File: src/rtl/zcs_pkg.sv
// Shared types and width helpers for the chunked leading-zero counter.
// Both the sequencer and its combinational slice import this package.
package zcs_pkg;

    typedef enum logic [1:0] {
        IDLE = 2'd0,
        SCAN = 2'd1,
        DONE = 2'd2
    } state_e;

    // Width needed to hold a zero count of 0..data_w inclusive.
    function automatic int out_w_f(input int data_w);
        return $clog2(data_w + 1);
    endfunction

    // Width of the per-chunk count, 0..chunk_w inclusive.
    function automatic int cnt_w_f(input int chunk_w);
        return $clog2(chunk_w + 1);
    endfunction

endpackage

File: src/rtl/zero_counter.sv
// Combinational leading-zero counter for one narrow slice: counts zeros
// from bit IN_W-1 downward, returning IN_W for an all-zero slice.
module zero_counter
    import zcs_pkg::*;
#(
    parameter  int IN_W  = 8,
    localparam int CNT_W = cnt_w_f(IN_W)
) (
    input  logic [IN_W-1:0]  i_data,
    output logic [CNT_W-1:0] o_count
);

    logic [CNT_W-1:0] w_count;

    // Ascending scan: the last hit is the highest set bit, so no priority flag is needed.
    always_comb begin
        // NOTE: assigning a default before any conditional write keeps this block free of inferred latches.
        w_count = CNT_W'(IN_W);
        for (int i = 0; i < IN_W; i++) begin
            if (i_data[i]) begin
                w_count = CNT_W'(IN_W - 1 - i);
            end
        end
    end

    assign o_count = w_count;

endmodule

File: src/rtl/zero_count_sequencer.sv
// Multi-cycle leading-zero counter: scans a wide word one chunk per cycle from
// the MSB end through a single shared zero_counter slice, stopping at the first one.
module zero_count_sequencer
    import zcs_pkg::*;
#(
    parameter  int DATA_W   = 32,
    parameter  int CHUNK_W  = 8,
    localparam int N_CHUNKS = DATA_W / CHUNK_W,
    localparam int OUT_W    = out_w_f(DATA_W)
) (
    input  logic              clk,
    input  logic              rst_n,
    input  logic              in_valid,
    output logic              in_ready,
    input  logic [DATA_W-1:0] in_data,
    output logic              out_valid,
    input  logic              out_ready,
    output logic [OUT_W-1:0]  out_count,
    output logic              out_all_zero,
    output logic              busy
);

    localparam int IDX_W = (N_CHUNKS > 1) ? $clog2(N_CHUNKS) : 1;
    localparam int CNT_W = cnt_w_f(CHUNK_W);

    generate
        if ((DATA_W % CHUNK_W) != 0 || N_CHUNKS < 2) begin : g_bad_params
            $error("zero_count_sequencer: DATA_W must be a multiple of CHUNK_W with at least two chunks");
        end
    endgenerate

    state_e              r_state;
    state_e              w_state_next;
    logic [DATA_W-1:0]   r_word;
    logic [IDX_W-1:0]    r_idx;
    logic [OUT_W-1:0]    r_acc;
    logic [OUT_W-1:0]    r_count;
    logic                r_all_zero;

    logic [CHUNK_W-1:0]  w_chunk;
    logic [CNT_W-1:0]    w_cnt;
    logic [OUT_W-1:0]    w_acc_next;
    logic                w_last;

    assign w_chunk = r_word[int'(r_idx) * CHUNK_W +: CHUNK_W];

    zero_counter #(
        .IN_W (CHUNK_W)
    ) u_zero_counter (
        .i_data  (w_chunk),
        .o_count (w_cnt)
    );

    // The accumulator is sized for DATA_W, so the sum of all chunk counts cannot wrap.
    assign w_acc_next = r_acc + OUT_W'(w_cnt);
    assign w_last     = (w_cnt < CNT_W'(CHUNK_W)) || (r_idx == '0);

    always_comb begin
        w_state_next = r_state;
        case (r_state)
            IDLE:    if (in_valid)  w_state_next = SCAN;
            SCAN:    if (w_last)    w_state_next = DONE;
            DONE:    if (out_ready) w_state_next = IDLE;
            default:                w_state_next = IDLE;
        endcase
    end

    always_ff @(posedge clk or negedge rst_n) begin
        if (!rst_n) begin
            r_state <= IDLE;
        end else begin
            // NOTE: non-blocking assignments so every register samples pre-edge values, independent of statement order.
            r_state <= w_state_next;
        end
    end

    always_ff @(posedge clk or negedge rst_n) begin
        if (!rst_n) begin
            r_word     <= '0;
            r_idx      <= '0;
            r_acc      <= '0;
            r_count    <= '0;
            r_all_zero <= 1'b0;
        end else begin
            case (r_state)
                IDLE: begin
                    if (in_valid) begin
                        r_word <= in_data;
                        r_idx  <= IDX_W'(N_CHUNKS - 1);
                        r_acc  <= '0;
                    end
                end
                SCAN: begin
                    if (w_last) begin
                        r_count    <= w_acc_next;
                        r_all_zero <= (w_acc_next == OUT_W'(DATA_W));
                    end else begin
                        r_acc <= w_acc_next;
                        r_idx <= r_idx - IDX_W'(1);
                    end
                end
                default: ;
            endcase
        end
    end

    assign in_ready     = (r_state == IDLE);
    assign busy         = (r_state == SCAN);
    assign out_valid    = (r_state == DONE);
    assign out_count    = r_count;
    assign out_all_zero = r_all_zero;

endmodule

File: config.mk
export PLATFORM = sky130hd
export DESIGN_NAME = zero_count_sequencer
export DESIGN_NICKNAME = d
export VERILOG_FILES = /design/src/rtl/zcs_pkg.sv /design/src/rtl/zero_counter.sv /design/src/rtl/zero_count_sequencer.sv
export SDC_FILE = /design/constraint.sdc
export NUM_CORES = 1
export LEC_CHECK = 0
export ABC_CLOCK_PERIOD_IN_PS = 2700
export BUFFER_PORTS_ARGS = -buffer_cell sky130_fd_sc_hd__buf_4
export CORE_MARGIN = 8
export CORE_UTILIZATION = 30
export DETAILED_ROUTE_END_ITERATION = 10
export PLACE_DENSITY = 0.49
export SYNTH_ARGS = -nofsm -noshare
export SYNTH_HDL_FRONTEND = slang
export SYNTH_SLANG_ARGS = --single-unit
File: constraint.sdc
create_clock -name clk -period 2.7 [get_ports clk]
set_clock_uncertainty 0.05 [all_clocks]
set_input_delay 0.27 -clock clk [delete_from_list [all_inputs] [get_ports clk]]
set_output_delay 0.27 -clock clk [all_outputs]
set_load 0.01 [all_outputs]
After elaboration in Yosys (flattened, before gate mapping)
Index checks and enable logic that the tools add are counted.
{"block": "word_totals", "ff_bits": 49, "word_cells": 43}
{"block": "classes", "addsub": 2, "magnitude_cmp": 1, "n_eq_ne": 7, "shift": 1, "mux": 18, "reduce_logical": 8}
{"cell": "two-way mux 4 bit", "n": 8}
{"cell": "indexed part select 32 x 6 -> 8 bit", "n": 1}
{"cell": "two-way mux 6 bit", "n": 2}
{"cell": "case mux 6 bit (2 select lines)", "n": 1}
{"cell": "two-way mux 2 bit", "n": 5}
{"cell": "adder 6 x 4 -> 6 bit", "n": 1}
{"cell": "equality test 6 bit (second input constant)", "n": 1}
{"cell": "case mux 2 bit (3 select lines)", "n": 1}
{"cell": "AND reduction 3 bit", "n": 2}
{"cell": "zero test 2 bit", "n": 2}
{"cell": "less-than comparator 4 bit (second input constant)", "n": 1}
{"cell": "inequality test 2 x 1 -> 1 bit (second input constant)", "n": 2}
{"cell": "inequality test 2 bit (second input constant)", "n": 2}
{"cell": "case mux 2 bit (2 select lines)", "n": 1}
{"cell": "AND reduction 2 bit", "n": 2}
{"cell": "equality test 2 x 1 -> 1 bit (second input constant)", "n": 1}
{"cell": "equality test 2 bit (second input constant)", "n": 1}
{"cell": "nonzero test 2 bit", "n": 1}
{"cell": "subtractor 2 x 1 -> 2 bit (second input constant)", "n": 1}
{"cell": "logical OR 1 bit", "n": 1}

Depth between registers and ports, before layout
Gate-level depths: netlist (run 1).
{"block": "depth", "word_depth": 13, "ltp_mapped": 11, "ltp_nobuf": 10}

Hierarchy
From an unflattened synthesis (run 1), not the netlist that was laid out.
{"block": "unflattened", "hier_cells": 177, "area_unflattened_um2": 2358.5}
{"module": "zero_count_sequencer", "seq_area_each_um2": 1226.2, "area_per_inst_um2": 2272.2, "instances": 1, "cells_per_inst": 163}
{"module": "zero_counter", "seq_area_each_um2": 0.0, "area_per_inst_um2": 86.3, "instances": 1, "cells_per_inst": 14}

Worst setup path before layout (run 1)
OpenSTA, ideal clock, no wires.
{"block": "synth_path", "path_kind": "reg-to-reg", "from": "reg r_idx[0]", "to": "reg r_count[4], in the netlist out_count[4]", "stages_incl_launch_ff": 10, "required_ns": 2.571, "period_less_slack_ns": 2.978, "arrival_ns": 2.848, "path_buffers": 1, "slack_ns": -0.278, "setup_ns": 0.079, "path_cell_list": "dfrtp_1 > buf_6 > mux4_1 > or4_4 > and2b_1 > ha_1 > nand3_1 > and3_1 > or2_2 > mux2i_1"}
{"block": "synth_between", "elab_chain_cells": 12, "word_cells_on_any_way": 14, "cone_classes": "add/sub (1); order compare (1); shift (1); mux (8); reduce/logical (3)"}
{"item": "from (decl)", "line_no": "zero_count_sequencer.sv:35", "source": "logic [IDX_W-1:0] r_idx;"}
{"item": "from (signal assigned)", "line_no": "zero_count_sequencer.sv:89", "source": "r_idx <= IDX_W'(N_CHUNKS - 1);"}
{"item": "from (signal assigned)", "line_no": "zero_count_sequencer.sv:99", "source": "r_idx <= r_idx - IDX_W'(1);"}
{"item": "indexed part select 32 x 6 -> 8 bit", "line_no": "zero_count_sequencer.sv:45", "source": "assign w_chunk = r_word[int'(r_idx) * CHUNK_W +: CHUNK_W];"}
{"item": "two-way mux 4 bit (8 in a row)", "line_no": "zero_counter.sv:20", "source": "if (i_data[i]) begin"}
{"item": "less-than comparator 4 bit", "line_no": "zero_count_sequencer.sv:56", "source": "assign w_last = (w_cnt < CNT_W'(CHUNK_W)) || (r_idx == '0);"}
{"item": "logical OR 1 bit", "line_no": "zero_count_sequencer.sv:56"}
{"item": "AND reduction 2 bit (no source line)"}
{"item": "to (signal assigned)", "line_no": "zero_count_sequencer.sv:95", "source": "r_count <= w_acc_next;"}
{"item": "to (decl)", "line_no": "zero_count_sequencer.sv:37", "source": "logic [OUT_W-1:0] r_count;"}
Several ways; a longest one is shown, not always the timed one.
A chain may end at the register's enable or synchronous reset.

Final worst setup path (run 1)
{"block": "layout_path", "from": "reg r_idx[0]", "to": "reg r_all_zero, in the netlist out_all_zero"}
{"block": "layout_between", "elab_chain_cells": 12, "word_cells_on_any_way": 15, "cone_classes": "add/sub (1); order compare (1); eq/ne (1); shift (1); mux (8); reduce/logical (3)"}
{"item": "branches (longest 12 deep; another with adder 6 x 4 -> 6 bit)"}
{"item": "to (signal assigned)", "line_no": "zero_count_sequencer.sv:96", "source": "r_all_zero <= (w_acc_next == OUT_W'(DATA_W));"}
{"item": "to (decl)", "line_no": "zero_count_sequencer.sv:38", "source": "logic r_all_zero;"}
Parallel ways; which one is timed is not known.

==> flow_metrics.tcl, run 1 <==
set metrics [dict create \
    drc 0 \
    clkTransAtPathRegs_ns 0.09 \
    synthesis.nets 290 \
    crit_path_cell_trace "buf_6, mux4_2, or4_4, and2b_1, ha_4, nand3_2, a21oi_2, o221ai_1, o31ai_1" \
    synth_edf_count 0 \
    final-hold-violation-count 0 \
    cts_made_buffers 5 \
    fin_ws_ns -0.266 \
    start_util 0.302 \
    antenna_left 0 \
    vias_per_cell 4.48 \
    yosysTopAreaCellShare 0.504 \
    max_freq_mhz 337 \
    detail_route.first_pass.iterations 4 \
    yosysWarnings 0 \
    power.density_mw_per_mm2 933 \
    routed_wl_mm 5.89 \
    min_path_type "primary input to register" \
    portBuffers 45 \
    coreArea_mm2 0.00805 \
    cpMaxStageDelayCell "or4_4" \
    antenna_cells 0 \
    multi_input_area_mm2 0.00120 \
    yosysMostFrequentCell "nand2_1" \
    cpPeakStageDelay_ns 0.59 \
    drv_slew 0 \
    gr-total-overflow 0 \
    clock_sinks 49 \
    synth-async-reset-ratio 1.00 \
    synth_common_cells "nand2_1, dfrtp_1, inv_1, mux2i_1" \
    clock_path_buffers 2 \
    avgSynthCellArea_um2 9.82 \
    vias 1889 \
    timing.final.crit_share 1.10 \
    syn_area_mm2 0.00243 \
    status "finished with violations" \
    critical_path.top_delay_family "simple AND/OR/NAND/NOR gates" \
    clock_latency_ns 0.30 \
    root_buffer "clkbuf_8" \
    synthCells 248 \
    drive_gt1_frac 0.360 \
    antenna_found_initial 0 \
    worst-path-buf-inv 1 \
    avgRoutedWirePerCell_um 14.0 \
    grt_pass1_wl_mm 10.3 \
    violations "negative setup slack" \
    register_area_mm2 0.00123 \
    grt_pass1_vias 2148 \
    tritoncts "yes" \
    max_cap_viol_count 0 \
    track_usage 0.113 \
    die-area_mm2 0.0113 \
    rsz0062_at_grt "yes" \
    path_max_fanout 6 \
    min_period_ns 2.97 \
    dp_hpwl_mm 4.24 \
    io_pins 46 \
    synth_cell_type_count 37 \
    required_ns 2.86 \
    syn_to_final_growth_pct 35.4 \
    nets 358 \
    yosys.area.top_type "dfrtp_1" \
    fill_cells 823 \
    fp-row-count 33 \
    dp_worst_setup_slack_ns -0.253 \
    synth-seq-cells 49 \
    ir_drop_uv 361 \
    slew_headroom 0.572 \
    synth-main-ff-cell "dfrtp_1" \
    p_leak_uw 0.00169 \
    synth-seq-area-share 0.504 \
    die_x_um 106 \
    critPathLaunchType "register" \
    tightestPinTransition_ns 0.643 \
    endpoint_kind "register" \
    gp_congestion 0.830 \
    drt_iter0_drc 37 \
    finalSetupTns_ns -3.01 \
    setup_viol 17 \
    arrival_ns 3.13 \
    die_h_um 106 \
    yosys-top-cells-area "dfrtp_1, nand2_1, mux4_1" \
    worstSetupPathType "register to register" \
    grt_max_degree 50 \
    htree_levels 2 \
]
[worst reg2reg max path, delay by kind of cell, from the launching register on]
family                   cells  cell delay, ns
AO/OA/AOI/OAI                3            0.55
multiplexers                 1            0.53
AND/OR/NAND/NOR              3            0.89
adder cells (fa/ha/maj)      1            0.33
flip-flops                   1            0.38
buffers and inverters        1            0.15
[sequential cells by signal, summed over array words and instances (netlist names)]
signal,flops
r_word,32
out_count,6
r_state,2
out_all_zero,1
r_idx,2
r_acc,6
[where the power goes]
group	switching, uW	internal, uW	leakage [uW]
sequential	152	1010	0.000616
clock	253	183	0.0000374
combinational	703	777	0.00103
[cell families after synthesis]
group | share of synthesized area
simple gates | 0.221
flops | 0.504
fa+ha+maj | 0.0339
mux | 0.144
xor+xnor | 0.00720
buf+inv | 0.0452
compound gates | 0.0447
[per-stage QoR]
step	util	area [um^2]	total power [uW]	hold WS, ns	instances
floorplan	-	2460	1970	-0.0756	248
global placement	0.377	3030	2480	0.291	408
detailed placement	0.377	3030	2500	0.287	408
CTS	0.406	3270	3080	0.0831	421
global route	0.409	3300	3330	0.0864	422
finish	0.409	3300	3080	0.0972	422
[what timing repair did]
item,CTS,global route
buffers inserted,4,1
setup endpoints to repair,16,17
pin swaps,15,2
hold buffers,1,0
endpoints found under the hold margin,49,0
resized for setup,30,3
[cell type report]
| type | instances | share of cell area |
|---|---|---|
| clock buffers | 6 | 0.0220 |
| clock inverters | 2 | 0.00456 |
| inverters | 13 | 0.0148 |
| multi-input cells | 174 | 0.366 |
| flip-flops and latches | 49 | 0.372 |
| well taps | 105 | 0.0399 |
| repair buffers | 73 | 0.181 |
[routing by layer]
metal | vias to the layer above | wire, um | GRT usage
li1 | 943 | - | -
met2 | 38 | 2830 | 0.180
met1 | 901 | 2690 | 0.139
met4 | 0 | 82 | 0.0432
met5 | - | 0 | 0
met3 | 7 | 284 | 0.0357
[cell usage in the layout (no fill, tap or decap), drive strengths merged, types with 2 or more instances in the layout]
cell type	count
ha	5
buf	72
nand2	104
nor2	7
clkinvlp	2
mux2	4
mux2i	10
o21ai	3
and3	2
nand3	3
mux4	8
nand2b	2
clkbuf	6
or4	3
a21oi	5
inv	13
or2	2
o31ai	2
and2	2
dfrtp	49
[final timing paths]
check / start / end / slack (ns) / depth (start not counted)
hold / removal: in_data[0] / r_word[0] / 0.1 / 3
setup reg to reg: r_idx[0] / out_all_zero / -0.27 / 9
min in group asynchronous: rst_n / out_count[3] / 0.48 / 2
hold reg to reg: r_word[12] / r_word[12] / 0.43 / 2
max in group asynchronous: rst_n / r_acc[2] / 1.69 / 2
setup / recovery: r_idx[0] / out_all_zero / -0.27 / 9
(Power assumes the default switching activity.)
==> inputs of run 2 (changes only) <==
ABC_AREA = 0   (was unset)
MAX_ROUTING_LAYER = met4   (was unset)
==> run 2 against run 1 <==
Net effect: the flow still finishes with violations (negative setup slack); count of clock-buffer cells in the layout unchanged; largest power group unchanged; register-to-register slack about the same; largest cell class unchanged; core utilization stayed put; highest routed layer unchanged; cell count stayed put.
==> flow_metrics.tcl, run 2 (synthesized netlist as in run 1, its figures left out) <==
set metrics [dict create \
    routed_wl_mm 5.88 \
    multi_input_area_mm2 0.00120 \
    drc 0 \
    drive_gt1_frac 0.360 \
    hold_start "in_data[0]" \
    status "finished with violations" \
    fp-row-count 33 \
    grt_max_degree 50 \
    setup_viol 17 \
    power.density_mw_per_mm2 934 \
    timing.final.crit_share 1.10 \
    track_usage 0.115 \
    die_h_um 106 \
    gr-total-overflow 0 \
    vias_per_cell 4.49 \
    io_pins 46 \
    cts_made_buffers 5 \
    vias 1895 \
    detail_route.first_pass.iterations 4 \
    stdcell_count 422 \
    dp_hpwl_mm 4.24 \
    grt_pass1_wl_mm 10.3 \
    die_x_um 106 \
    drt_iter0_drc 34 \
    clkTransAtPathRegs_ns 0.09 \
    register_area_mm2 0.00123 \
    portBuffers 45 \
    syn_to_final_growth_pct 35.4 \
    avgRoutedWirePerCell_um 13.9 \
    max_flop_register "r_word" \
    fin_ws_ns -0.262 \
    r2r_cells 9 \
    gp_congestion 0.842 \
    die-area_mm2 0.0113 \
    min_path_type "primary input to register" \
    rsz0062_at_grt "yes" \
    antenna_found_initial 0 \
    start_util 0.302 \
    clock_sinks 49 \
    utilization 0.409 \
    p_leak_uw 0.00169 \
    max_cap_viol_count 0 \
    holdPathStages 3 \
    endpoint_kind "register" \
    tightestPinTransition_ns 0.643 \
    tritoncts "yes" \
    timing.rr.start "r_idx[0]" \
    arrival_ns 3.13 \
    grt_pass1_vias 2154 \
    required_ns 2.87 \
    violations "negative setup slack" \
    nets 358 \
    fill_cells 823 \
    crit_start "r_idx[0]" \
    slew_headroom 0.571 \
    clock_latency_ns 0.30 \
    min_period_ns 2.96 \
    clock_path_buffers 2 \
    dp_worst_setup_slack_ns -0.253 \
    coreArea_mm2 0.00805 \
    max_freq_mhz 338 \
    critPathLaunchType "register" \
    place_inst 408 \
    path_max_fanout 6 \
    antenna_cells 0 \
    drv_slew 0 \
    root_buffer "clkbuf_8" \
    worstSetupPathType "register to register" \
    antenna_left 0 \
    mostFrequentLayoutCell "nand2_1" \
    timing.hold.ws_ns 0.0942 \
    final_cell_mix "nand2_1, buf_4, dfrtp_1" \
    largest_reg_flops 32 \
    ir_drop_uv 361 \
    htree_levels 2 \
    final-hold-violation-count 0 \
]
==> run 2: cell counts in the layout (fill, tap and decap cells not counted) <==
No cell type changed its count.
==> run 2: final cells by class <==
cell class,count,area share
sequential,49,0.372
clock inverter,2,0.00456
multi-input combinational,174,0.366
tap,105,0.0399
clock buffer,6,0.0220
inverter,13,0.0148
timing repair buffer,73,0.181
==> run 2: layer usage <==
layer	up-vias	routed length [um]	track usage
li1	945	-	-
met1	903	2750	0.140
met2	41	2820	0.181
met3	6	220	0.0278
met4	0	80	0.0462
met5	-	0	-
==> run 2: worst max-delay path: stages (launching register included) <==
cell      delay, ns
dfrtp_1        0.38
buf_6          0.15
mux4_2         0.53
or4_4          0.59
and2b_1        0.21
ha_4           0.33
nand3_2        0.09
a21oi_2        0.16
o221ai_1       0.14
o31ai_1        0.25
==> run 2: timing repair <==
| action | 4_1_cts | 5_1_grt |
|---|---|---|
| buffers inserted | 4 | 1 |
| hold buffers | 1 | 0 |
| pin swaps | 15 | 2 |
| resized for setup | 30 | 3 |
| endpoints found under the hold margin | 49 | 0 |
| endpoints found under the setup margin | 16 | 17 |
==> run 2: path summary, 6_finish.rpt <==
kind                           endpoint  slack (ns)
max in group asynchronous     r_word[5]        1.69
hold / removal                r_word[0]        0.09
setup reg to reg           out_all_zero       -0.26
min in group asynchronous  out_count[3]        0.48
setup / recovery           out_all_zero       -0.26
hold reg to reg              r_word[12]        0.43
==> run 2: where the power goes <==
part	internal (uW)	switching (uW)	total, uW
clock	183	257	440
combinational	776	700	1480
sequential	1010	152	1160
==> run 2: per-stage QoR <==
step           TNS [ns]  total power, uW  area (um^2)
6_report          -2.95             3080         3300
5_1_grt           -4.55             3330         3300
4_1_cts           -2.87             3080         3270
2_1_floorplan    -0.892             1970         2460
3_5_place_dp      -2.18             2500         3030
3_3_place_gp      -1.74             2480         3030
